[config.mk]
export PLATFORM = sky130hd
export DESIGN_NAME = alu_request_arbiter
export DESIGN_NICKNAME = d
export VERILOG_FILES = /design/src/rtl/alu_pkg.sv /design/src/rtl/rr_arbiter2.sv /design/src/rtl/alu_request_arbiter.sv
export SDC_FILE = /design/constraint.sdc
export NUM_CORES = 1
export LEC_CHECK = 0
export CORE_ASPECT_RATIO = 1.2
export CORE_UTILIZATION = 44
export DETAILED_ROUTE_END_ITERATION = 6
export GPL_TIMING_DRIVEN = 0
export PLACE_DENSITY_LB_ADDON = 0.1
export SYNTH_ARGS = -nofsm -noshare
export SYNTH_HDL_FRONTEND = slang
export SYNTH_HIERARCHICAL = 1
export SYNTH_SLANG_ARGS = --single-unit
[constraint.sdc]
create_clock -name clk -period 3.1 [get_ports clk]
set_clock_uncertainty 0.2 [all_clocks]
set_input_delay 0.465 -clock clk [delete_from_list [all_inputs] [get_ports clk]]
set_output_delay 0.465 -clock clk [all_outputs]
set_load 0.05 [all_outputs]
[src/rtl/alu_pkg.sv]
// Shared types for the ALU request arbiter: sequencer states, opcode constants
// and the requester-id type.
package alu_pkg;

  typedef enum logic [2:0] {
    IDLE,
    LOAD_A,
    LOAD_B,
    EXEC,
    CAPTURE,
    DONE
  } arb_state_t;

  localparam logic [3:0] OP_LOAD = 4'hF;

  // 0 = front-panel path, 1 = host command port
  typedef logic req_id_t;

endpackage

[src/rtl/rr_arbiter2.sv]
// Two-way round-robin pick: combinational winner selection, pointer to the last
// granted requester updated only when the pick is accepted.
module rr_arbiter2
  import alu_pkg::*;
(
  input  logic       clk,
  input  logic       reset,
  input  logic [1:0] req,
  input  logic       accept,
  output logic       valid,
  output req_id_t    winner
);

  req_id_t last_grant;

  always_comb begin
    valid  = |req;
    winner = req[1];
    // contention goes to whoever was not served last
    if (req == 2'b11) winner = ~last_grant;
  end

  // reset value 1 lets requester 0 win the first tie
  always_ff @(posedge clk) begin
    if (!reset) begin
      last_grant <= 1'b1;
    end else if (accept) begin
      last_grant <= winner;
    end
  end

endmodule

[src/rtl/alu_request_arbiter.sv]
// Arbitrates two requesters onto the shared ALU datapath and sequences A/B load,
// execute and Y capture. Optional grant counters under ALU_ARB_STATS_EN.
//
// state   | meaning
// IDLE    | waiting for a request; at least one cycle between operations
// LOAD_A  | grant pulse, operand A driven onto operand_bus, enable_A
// LOAD_B  | operand B driven onto operand_bus, enable_B
// EXEC    | opcode held for ALU_LAT cycles (down-counter to zero)
// CAPTURE | enable_Y, result captured from alu_y at end of cycle
// DONE    | one-cycle done pulse to the owning requester
module alu_request_arbiter
  import alu_pkg::*;
#(
  parameter int W       = 8,
  parameter int ALU_LAT = 1
) (
  input  logic         clk,
  input  logic         reset,
  input  logic         req0,
  input  logic [3:0]   op0,
  input  logic [W-1:0] a0,
  input  logic [W-1:0] b0,
  input  logic         req1,
  input  logic [3:0]   op1,
  input  logic [W-1:0] a1,
  input  logic [W-1:0] b1,
  output logic         grant0,
  output logic         grant1,
  output logic         done0,
  output logic         done1,
  output logic [W-1:0] result,
  output logic         busy,
  input  logic [W-1:0] alu_y,
  output logic [W-1:0] operand_bus,
  output logic         enable_A,
  output logic         enable_B,
  output logic         enable_Y,
  output logic [3:0]   operation_select
`ifdef ALU_ARB_STATS_EN
  ,
  output logic [15:0]  grant_cnt0,
  output logic [15:0]  grant_cnt1
`endif
);

  localparam int CW = (ALU_LAT > 1) ? $clog2(ALU_LAT) : 1;

  arb_state_t    state, state_nx;
  logic [CW-1:0] cnt;
  req_id_t       owner;
  logic [3:0]    op_q;
  logic [W-1:0]  a_q, b_q;

  logic          pick_valid;
  req_id_t       pick_id;
  logic          accept;
  logic [3:0]    op_src;
  logic [W-1:0]  a_src, b_src;

  logic          grant0_nx, grant1_nx, done0_nx, done1_nx, busy_nx;
  logic          enable_A_nx, enable_B_nx, enable_Y_nx;
  logic [W-1:0]  bus_nx;
  logic [3:0]    opsel_nx;

  rr_arbiter2 u_rr (
    .clk    (clk),
    .reset  (reset),
    .req    ({req1, req0}),
    .accept (accept),
    .valid  (pick_valid),
    .winner (pick_id)
  );

  always_comb begin
    accept = (state == IDLE) && pick_valid;
    op_src = pick_id ? op1 : op0;
    a_src  = pick_id ? a1 : a0;
    b_src  = pick_id ? b1 : b0;
  end

  always_comb begin
    state_nx = state;
    case (state)
      IDLE:    if (pick_valid) state_nx = LOAD_A;
      LOAD_A:  state_nx = LOAD_B;
      LOAD_B:  state_nx = EXEC;
      EXEC:    if (cnt == '0) state_nx = CAPTURE;
      CAPTURE: state_nx = DONE;
      DONE:    state_nx = IDLE;
      default: state_nx = IDLE;
    endcase
  end

  // outputs are registered, so they are decoded from the state being entered
  always_comb begin
    grant0_nx   = accept & ~pick_id;
    grant1_nx   = accept & pick_id;
    done0_nx    = 1'b0;
    done1_nx    = 1'b0;
    busy_nx     = (state_nx != IDLE);
    enable_A_nx = 1'b0;
    enable_B_nx = 1'b0;
    enable_Y_nx = 1'b0;
    bus_nx      = '0;
    opsel_nx    = '0;
    case (state_nx)
      LOAD_A: begin
        enable_A_nx = 1'b1;
        bus_nx      = a_src;
        opsel_nx    = op_src;
      end
      LOAD_B: begin
        enable_B_nx = 1'b1;
        bus_nx      = b_q;
        opsel_nx    = op_q;
      end
      EXEC: opsel_nx = op_q;
      CAPTURE: begin
        enable_Y_nx = 1'b1;
        opsel_nx    = op_q;
      end
      DONE: begin
        done0_nx = ~owner;
        done1_nx = owner;
      end
      default: ;
    endcase
  end

  always_ff @(posedge clk) begin
    if (!reset) begin
      state            <= IDLE;
      cnt              <= '0;
      owner            <= 1'b0;
      op_q             <= '0;
      a_q              <= '0;
      b_q              <= '0;
      grant0           <= 1'b0;
      grant1           <= 1'b0;
      done0            <= 1'b0;
      done1            <= 1'b0;
      busy             <= 1'b0;
      result           <= '0;
      operand_bus      <= '0;
      enable_A         <= 1'b0;
      enable_B         <= 1'b0;
      enable_Y         <= 1'b0;
      operation_select <= '0;
    end else begin
      state <= state_nx;
      if (state == LOAD_B) begin
        cnt <= CW'(ALU_LAT - 1);
      end else if (state == EXEC && cnt != '0) begin
        cnt <= cnt - 1'b1;
      end
      if (accept) begin
        owner <= pick_id;
        op_q  <= op_src;
        a_q   <= a_src;
        b_q   <= b_src;
      end
      if (state == CAPTURE) result <= alu_y;
      grant0           <= grant0_nx;
      grant1           <= grant1_nx;
      done0            <= done0_nx;
      done1            <= done1_nx;
      busy             <= busy_nx;
      operand_bus      <= bus_nx;
      enable_A         <= enable_A_nx;
      enable_B         <= enable_B_nx;
      enable_Y         <= enable_Y_nx;
      operation_select <= opsel_nx;
    end
  end

`ifdef ALU_ARB_STATS_EN
  always_ff @(posedge clk) begin
    if (!reset) begin
      grant_cnt0 <= '0;
      grant_cnt1 <= '0;
    end else begin
      if (grant0 && grant_cnt0 != 16'hFFFF) grant_cnt0 <= grant_cnt0 + 16'd1;
      if (grant1 && grant_cnt1 != 16'hFFFF) grant_cnt1 <= grant_cnt1 + 16'd1;
    end
  end
`endif

endmodule

==> summary by stage, run 1 <==
Status
The run finished with clean final reports.

Logic synthesis
The number of nets produced by synthesis is 222. The predominant post-synthesis flop cell is sky130_fd_sc_hd__dfxtp_1. The mapped cell area is ~0.0018 sq mm.

The number of instances in the synthesized netlist is 170. The proportion of synthesized flip-flops having asynchronous set or reset is 0%. The area fraction of the dominant cell type after synthesis is ~50%. The number of enable flip-flop cells after synthesis is 0.

Of all cell types, the one taking the most synthesized area is sky130_fd_sc_hd__dfxtp_1. The adder-cell share of the synthesized area is 0%. The simple-gate area share of the yosys netlist is about 15%. By area, the combinational part of the netlist is dominated by multiplexers. Summing the sequential cell areas from Yosys gives roughly 50% of the chip area. After synthesis, the cell types taking the most area are sky130_fd_sc_hd__dfxtp_1 (50%), sky130_fd_sc_hd__mux2i_1 (16%), sky130_fd_sc_hd__o211a_1 (6.6%).

The share of synthesized area spent on multiplexers is 15.9%. The synthesized-area fraction occupied by ao, oa, aoi and oai cells is between 10% and 20%. The count of cell types in the netlist is 31. In the post-synthesis netlist, the cell with the most instances is sky130_fd_sc_hd__dfxtp_1. The count of state elements after synthesis is between 40 and 50.

Each instance of the synthesized netlist takes up on average roughly 11 sq um. The synthesized netlist devotes 0% of its cell area to XOR and XNOR gates. The total number of yosys warnings is 6. In the synthesized netlist, the cells that appear most often are sky130_fd_sc_hd__dfxtp_1 (46), sky130_fd_sc_hd__mux2i_1 (29), sky130_fd_sc_hd__nand2_1 (21), sky130_fd_sc_hd__o211a_1 (12), sky130_fd_sc_hd__nor2b_1 (10).

Setup path
The setup path with the least slack is of type in2reg. The top cell family by delay on the critical path is buffers and inverters. The data arrival time of the critical path is approximately 2.3 ns.

Walking the worst path, the cells encountered are clkdlybuf4s50_1 > a21boi_1 > buf_2 > buf_1 > mux2i_1 > o21ai_0. The top fanout value on the critical path is 10. The kind of end point of the critical path is a flip-flop. The number of cells on the critical path is 6. STA puts the critical path data required time at approximately 3.1 ns. For this run, the slowest stage of the critical path takes slightly below 0.6 ns. The beginning of the worst register-to-register path is state[1]. The terminus of the critical flop-to-flop path is u_rr/last_grant. The slowest stage cell on the critical path is sky130_fd_sc_hd__buf_1. The cell depth of the worst flop-to-flop path is 4. The slack of the worst reg-to-reg path is 1.15 ns. The type of origin of the critical path is an input pin.

The combined buffer and inverter count along the critical path is 3.

Floorplan
The die is 60.8 um wide. The floorplan die height is about 73 um. The die covers between 0.004 and 0.005 sq mm. The total I/O pin count is 80. After floorplanning, the core was divided into 25 placement rows. The starting utilization of the core area is a little under half. In this run the standard cell core region covers a little under 0.004 sq mm.

Route
The final route contains between 1500 and 2000 vias. For this run, design rule violations remaining after detail routing come to 0. For this block, wires on met1 add up to 1620 um. The post-detailed-route via-to-cell ratio is 4.91. In the detailed route, the total length drawn on met3 is 214 um.

The detailed-route wire length per cell is around 13 um. The routed length on met2 is 2030 um. The highest metal layer with signal wires is met4. The iteration-0 DRC count of the detailed router is 42.

Before antenna repair, the detailed router went through 4 iterations. The final layout contains routed wiring with a total length of slightly below 4000 um. The detail route stage leaves a number of antenna-violating nets equal to 0.

STA
Hold timing on the final database bottoms out at a slack of between 0.2 and 0.25 ns. For the pin with the worst max-slew slack, the measured transition is between 0.7 and 0.8 ns. In this run the tightest slew margin relative to its limit is around half. The time the worst path needs with I/O delays and setup is roughly 2.3 ns.

The final-report setup violation count is 0. The final-report max-slew violation count is 0. Based on the critical path, the design can be clocked at up to roughly 440 MHz. The final cycle utilization of the critical path is 74.1%. The hold violation total from the final report is 0.

Summed over all failing endpoints, the final setup total negative slack is 0 ns. Setup repair after global routing left no endpoint under its margin.

Pwr
The analysis attributes to cell leakage a power of 1.16 nW. The power share of the combinational group is about a third. The clock network power share is about a fifth. The proportion of power drawn by flip-flops and latches is ~45%. The power density of the placed cells is 583 mW/mm^2.

The internal power is between 1 and 1.5 mW. The power dissipated by switching net loads is 0.532 mW. IR analysis of the VDD net gives a maximum drop of between 0.2 and 0.3 mV.

The design draws 1.61 mW. The proportion of total power due to net switching is about a third.

Clock network
Counting every sink on the clock net gives 46. The cts-stage hold buffer count is 0. Clock tree synthesis selected as its root buffer the cell sky130_fd_sc_hd__clkbuf_8. The number of levels the H-tree was split into is 2. For the worst-skew pair, the clock arrives at the later sink with an insertion delay of about 0.29 ns. The number of clock buffers inserted by TritonCTS is 5. The maximum buffer depth of the clock tree is 2.

Once the clock tree was built, the setup fixing pass inserted 0 buffers. TritonCTS built the clock tree. Once the clock tree was built, the resizer swapped 0 gates to a different size. The clock transition time at the flip-flop clock pins of the worst setup and hold paths is 0.08 ns.

GRT
The overall overflow remaining after global route is 0. The via count of the first global-routing pass came to roughly 1400. The overall fraction of global-route tracks in use is a little under a fifth.

The wire length of the first global-routing pass is about 6200 um. The number of antenna violations at the first check in global routing was 0. The largest net degree at the start of global routing is 13.

Final layout
The number of fill cells is between 300 and 400. The non-filler instance count after layout is 310. The storage element area is approximately 920 sq um. In the final design database the tool counted slightly above 300 nets.

Cells fill around 70% of the core in the end. The footprint of the multi-input gates is roughly 830 sq um. The synthesis-to-layout area growth is 51.1%. In the final layout, the share of cells above drive strength 1 is 8.20%. 0 antenna diodes ended up in the layout.

Worst hold path
For hold timing, the worst endpoint is done0. Counting instances, the worst hold path has a depth of 1. In this run the worst hold path is classified as reg2reg. The worst hold path begins at owner.

Job
Max-cap violations in this run came to 0.

Placement
The final weighted congestion in routability-driven placement is around 0.7. The HPWL reported at the end of detailed placement is around 3000 um. In this run, placement finished with an instance count of 303.

The count of buffers added on input and output ports is 79.
-- cell families (layout without fill, tap and decap cells) --
| group | after synthesis | count (layout) |
|---|---|---|
| AOI/OAI and AO/OA | 31 | 31 |
| buffers and inverters | 14 | 100 |
| DFF | 46 | 46 |
| muxes | 29 | 29 |
| and+or+nand+nor | 50 | 50 |
-- power by group through the flow --
stage | clock, mW | combinational [mW] | sequential (mW)
2_1_floorplan | 0 | 0.219 | 0.871
3_3_place_gp | 0 | 0.548 | 0.735
3_5_place_dp | 0 | 0.554 | 0.737
4_1_cts | 0.341 | 0.555 | 0.724
5_1_grt | 0.366 | 0.586 | 0.735
6_report | 0.338 | 0.548 | 0.724
-- through the flow --
stage | setup slack [ns] | area, sq um
finish | 0.803 | 2760
CTS | 0.757 | 2760
detailed placement | 0.443 | 2690
global route | 0.639 | 2760
floorplan | 1.26 | 1830
global placement | 0.472 | 2690
-- state kept, by name, summed over array words and instances, names as in the netlist, 3 cells and up --
register          count
result                8
state                 3
b_q                   8
operation_select      4
op_q                  4
operand_bus           8
-- per-layer routing --
layer / global-route usage (%) / vias up
met3: 5.50 / 7
met2: 34.6 / 51
li1: - / 758
met5: 0 / -
met1: 20.7 / 705
met4: 6.31 / 0
-- how the worst max path moves through the flow --
stage	startpoint	end	slack (ns)
final	req1	operand_bus[1]	0.80
after global routing	req1	operand_bus[1]	0.64
after CTS	req1	operand_bus[1]	0.76
after detailed placement	req1	operand_bus[1]	0.44
after global placement	req1	operand_bus[1]	0.47
after floorplan	req1	u_rr/last_grant	1.26
-- cells in the final DEF, fill, tap and decap left out, drive strengths merged, types with 4 or more instances in the layout --
master          n
nor2b          10
buf             7
nor2            6
clkbuf         11
mux2i          29
o211a          12
o2bb2ai         4
o21ai          10
nand2          22
dfxtp          46
clkdlybuf4s50  79
-- worst reg2reg max path, cell delays in order (launching register included) --
cell,delay (ns)
sky130_fd_sc_hd__dfxtp_1,0.38
sky130_fd_sc_hd__nor4b_4,0.71
sky130_fd_sc_hd__buf_6,0.24
sky130_fd_sc_hd__nor2b_1,0.06
sky130_fd_sc_hd__a211o_1,0.25
-- final cells by class --
type                       count  area share, %
sequential                    46           33.3
buffer                        11           2.54
clock buffer                   7           2.76
inverter                       3          0.408
timing repair buffer          79           28.6
tap                           54           2.45
multi-input combinational    110           29.9
(Power assumes the default switching activity.)
==> inputs of run 2 (changes only) <==
Settings changed: CORE_UTILIZATION 44 to 37.
Clock period 3.1 ns to 1.9 ns, I/O delays scaled along.
==> run 2 against run 1 <==
Compared with the run above:
- sequential power is 63% higher
- register-to-register slack worse by 0.98 ns
- critical endpoint is now op_q[3]
- via count is 0.39% higher
- cell area is 2.5% higher
- global-route usage is 2.1 points lower
- combinational power is 63% higher
- power is 82% higher
- final cell count is 2.6% higher
- routed wire length is 6.2% higher
- sequential share of layout area is 0.81 points lower
- critical path type unchanged
- worst setup slack worse by 0.69 ns
- non-clock buffer count is 3 higher
==> summary by stage, run 2 (same netlist as run 1, synthesis figures left out) <==
Job
The number of max-cap violations is 0.

Clock network
The tree is rooted in a sky130_fd_sc_hd__clkbuf_8. The longest clock path from root to sink contains 2 buffers. The number of clock buffers added by TritonCTS is 5.

The source-to-sink clock delay at the later pin of the worst-skew pair is about 0.30 ns. For this design, the sink count on the clock tree is 46. TritonCTS built the clock tree. The number of levels the H-tree was split into is 2.

The clock transition time at the flip-flop clock pins of the worst setup and hold paths is 0.09 ns.

GRT
The number of antenna violations at the first check in global routing is 0. The first global-routing pass estimated between 6000 and 7000 um of wire. The overall fraction of global-route tracks in use is between 15 and 20%. The via count of the first global-routing pass is roughly 1400.

The largest net degree at the start of global routing is 16. The overall overflow remaining after global route is 0.

Pwr
The power density of the placed cells is between 1000 and 1500 mW/mm^2. The clock network power share is just under 30%. Cell internal power was estimated by the tool at between 2 and 2.5 mW. Summed over all nets, the switching power comes to 0.921 mW.

Combinational logic burns between 30% and 40% of the power. VDD sags by at most 0.596 mV. The leakage power of the design is about 1.3 nW.

The proportion of power drawn by flip-flops and latches is between 40% and 50%. The proportion of total power due to net switching is 31.3%. Summing internal, switching and leakage power gives a little under 3 mW.

Floorplan
The placement row count is 27. The starting utilization of the core area is between 30% and 40%. The total I/O pin count is 80. The width of the die is around 66 um. The die is approximately 79 um tall. The die area is between 0.005 and 0.006 sq mm.

The total core area is around 0.0047 sq mm.

Final layout
The area of all placed cells without fillers is between 0.002 and 0.003 sq mm. The diode insertion count for antenna repair is 0. Counting the fill cells in the layout gives approximately 440. The largest registers in the layout are b_q x8, operand_bus x8, result x8. For this run, the post-layout net count is between 300 and 400. In the layout the commonest cells are sky130_fd_sc_hd__clkdlybuf4s50_1 (51), sky130_fd_sc_hd__dfxtp_1 (46), sky130_fd_sc_hd__mux2i_1 (29).

Relative to the synthesized area, the layout overhead comes to 54.9%. The sequential cells in the finished layout cover a total of ~920 sq um. The footprint of the multi-input gates is 826 sq um. Leaving out fill and tap cells, the most frequent cell in the layout is sky130_fd_sc_hd__clkdlybuf4s50_1. The fraction of layout instances using a drive strength above 1 is around 11%.

Route
After detailed routing, the total wire length is roughly 4200 um. The detailed-route via count is 1527. The remaining number of nets flagged by the antenna check after routing is 0. The detailed-route wire length per cell is 13.1 um. The iteration-0 DRC count of the detailed router is between 40 and 50. The post-detailed-route via-to-cell ratio is ~4.8. The detailed-route DRC error count is 0. Before antenna repair, the detailed router went through 4 iterations.

Setup path
The critical path contains buffers and inverters numbering 3 combined. The top cell family by delay on the critical path is buffers and inverters. Data arrives at the worst endpoint at between 1.5 and 2 ns.

For this run, the slowest stage of the critical path takes approximately 0.46 ns. The signal on the critical path passes through clkdlybuf4s50_1 > a21boi_1 > buf_2 > buf_6 > mux2i_1 > nand2_1 > o211a_1. The type of origin of the critical path is an input pin.

The data required time at the worst endpoint is 1.90 ns. The class of the most critical setup path is in2reg. In this run the worst path has a maximum fanout of 10. The slowest stage cell on the critical path is sky130_fd_sc_hd__clkdlybuf4s50_1. The kind of end point of the critical path is a flip-flop.

Placement
The count of input and output buffers is slightly below 80. Summed over all nets, the half-perimeter wirelength after detailed placement is approximately 3000 um. The congestion estimate from routability-driven global placement came to approximately 0.77. Summing all placed instances gives a cell area of 0.00269 sq mm.

STA
The final cycle utilization of the critical path is a little over nine tenths. The final-report setup violation count is 0. The final-report max-slew violation count is 0. Setup repair after global routing left no endpoint under its margin. After layout, the minimum clock period comes to between 1.5 and 2 ns.

Setup total negative slack on the finished layout was measured at 0 ns. The slew of the pin with the lowest slew margin is roughly 0.5 ns. The relative max-transition margin is 66.7%. The maximum clock frequency is ~560 MHz.

The hold violation total from the final report was 0.

Status
The flow ran to the end, and the final reports show no timing, DRC or antenna violations.

Worst hold path
The tightest min-delay check is of the reg2reg type.
==> run 2: cell count changes in the layout (fill, tap and decap cells not counted), sizes merged <==
| cell | previous run | this run |
|---|---|---|
| bufinv | 0 | 2 |
| buf | 7 | 9 |
| clkinv | 0 | 1 |
| clkbuf | 11 | 10 |
| dlymetal6s2s | 0 | 1 |
| clkdlybuf4s50 | 79 | 51 |
| dlygate4sd2 | 0 | 27 |
==> run 2: path summary, 6_finish.rpt <==
check / start / end / slack (ns) / depth (start not counted)
setup reg to reg: state[2] / result[2] / 0.17 / 4
hold / removal: owner / done0 / 0.24 / 1
setup / recovery: req1 / op_q[3] / 0.11 / 7
hold reg to reg: owner / done0 / 0.24 / 1
==> run 2: cell type report <==
| class | count | area share [%] |
|---|---|---|
| well taps | 58 | 2.56 |
| clock buffers | 5 | 2.43 |
| plain buffers | 11 | 2.87 |
| flip-flops and latches | 46 | 32.5 |
| repair buffers | 82 | 27.6 |
| multi-input cells | 110 | 29.2 |
| inverters | 3 | 0.398 |
| clock inverters | 3 | 2.43 |
==> run 2: worst reg2reg max path: stages, from the launching register on <==
cell and delay, ns:
sky130_fd_sc_hd__dfxtp_1 0.49, sky130_fd_sc_hd__nor3b_1 0.38, sky130_fd_sc_hd__buf_4 0.28, sky130_fd_sc_hd__mux2i_1 0.22, sky130_fd_sc_hd__nor2b_1 0.06
==> run 2: power groups by stage <==
stage | Sequential [mW] | Clock [mW] | Combinational (mW)
after detailed placement | 1.20 | 0 | 0.910
after CTS | 1.18 | 0.885 | 0.900
after global routing | 1.19 | 0.935 | 0.952
after global placement | 1.20 | 0 | 0.904
after floorplan | 1.42 | 0 | 0.358
final | 1.18 | 0.868 | 0.893
==> run 2: metrics by stage <==
stage               cells  hold slack, ns  utilization (%)  setup WS, ns
floorplan             170           0.202                -         0.176
global placement      307           0.222             57.7        -0.570
detailed placement    307           0.225             57.7        -0.560
CTS                   318           0.238             60.5       0.00226
global route          318           0.275             60.7       0.00818
finish                318           0.241             60.7         0.110
==> run 2: metal layers <==
layer	GRT usage, %	share of wire (%)
met2	28.2	48
met1	19.6	44
met4	6.38	1.6
met5	0	0
met3	6.32	7.0
==> run 2: what timing repair did <==
item / 4_1_cts / 5_1_grt
endpoints found under the hold margin: 0 / 0
buffers inserted: 3 / 0
gates resized for setup: 29 / 5
hold buffers: 0 / 0
setup endpoints to repair: 48 / 7
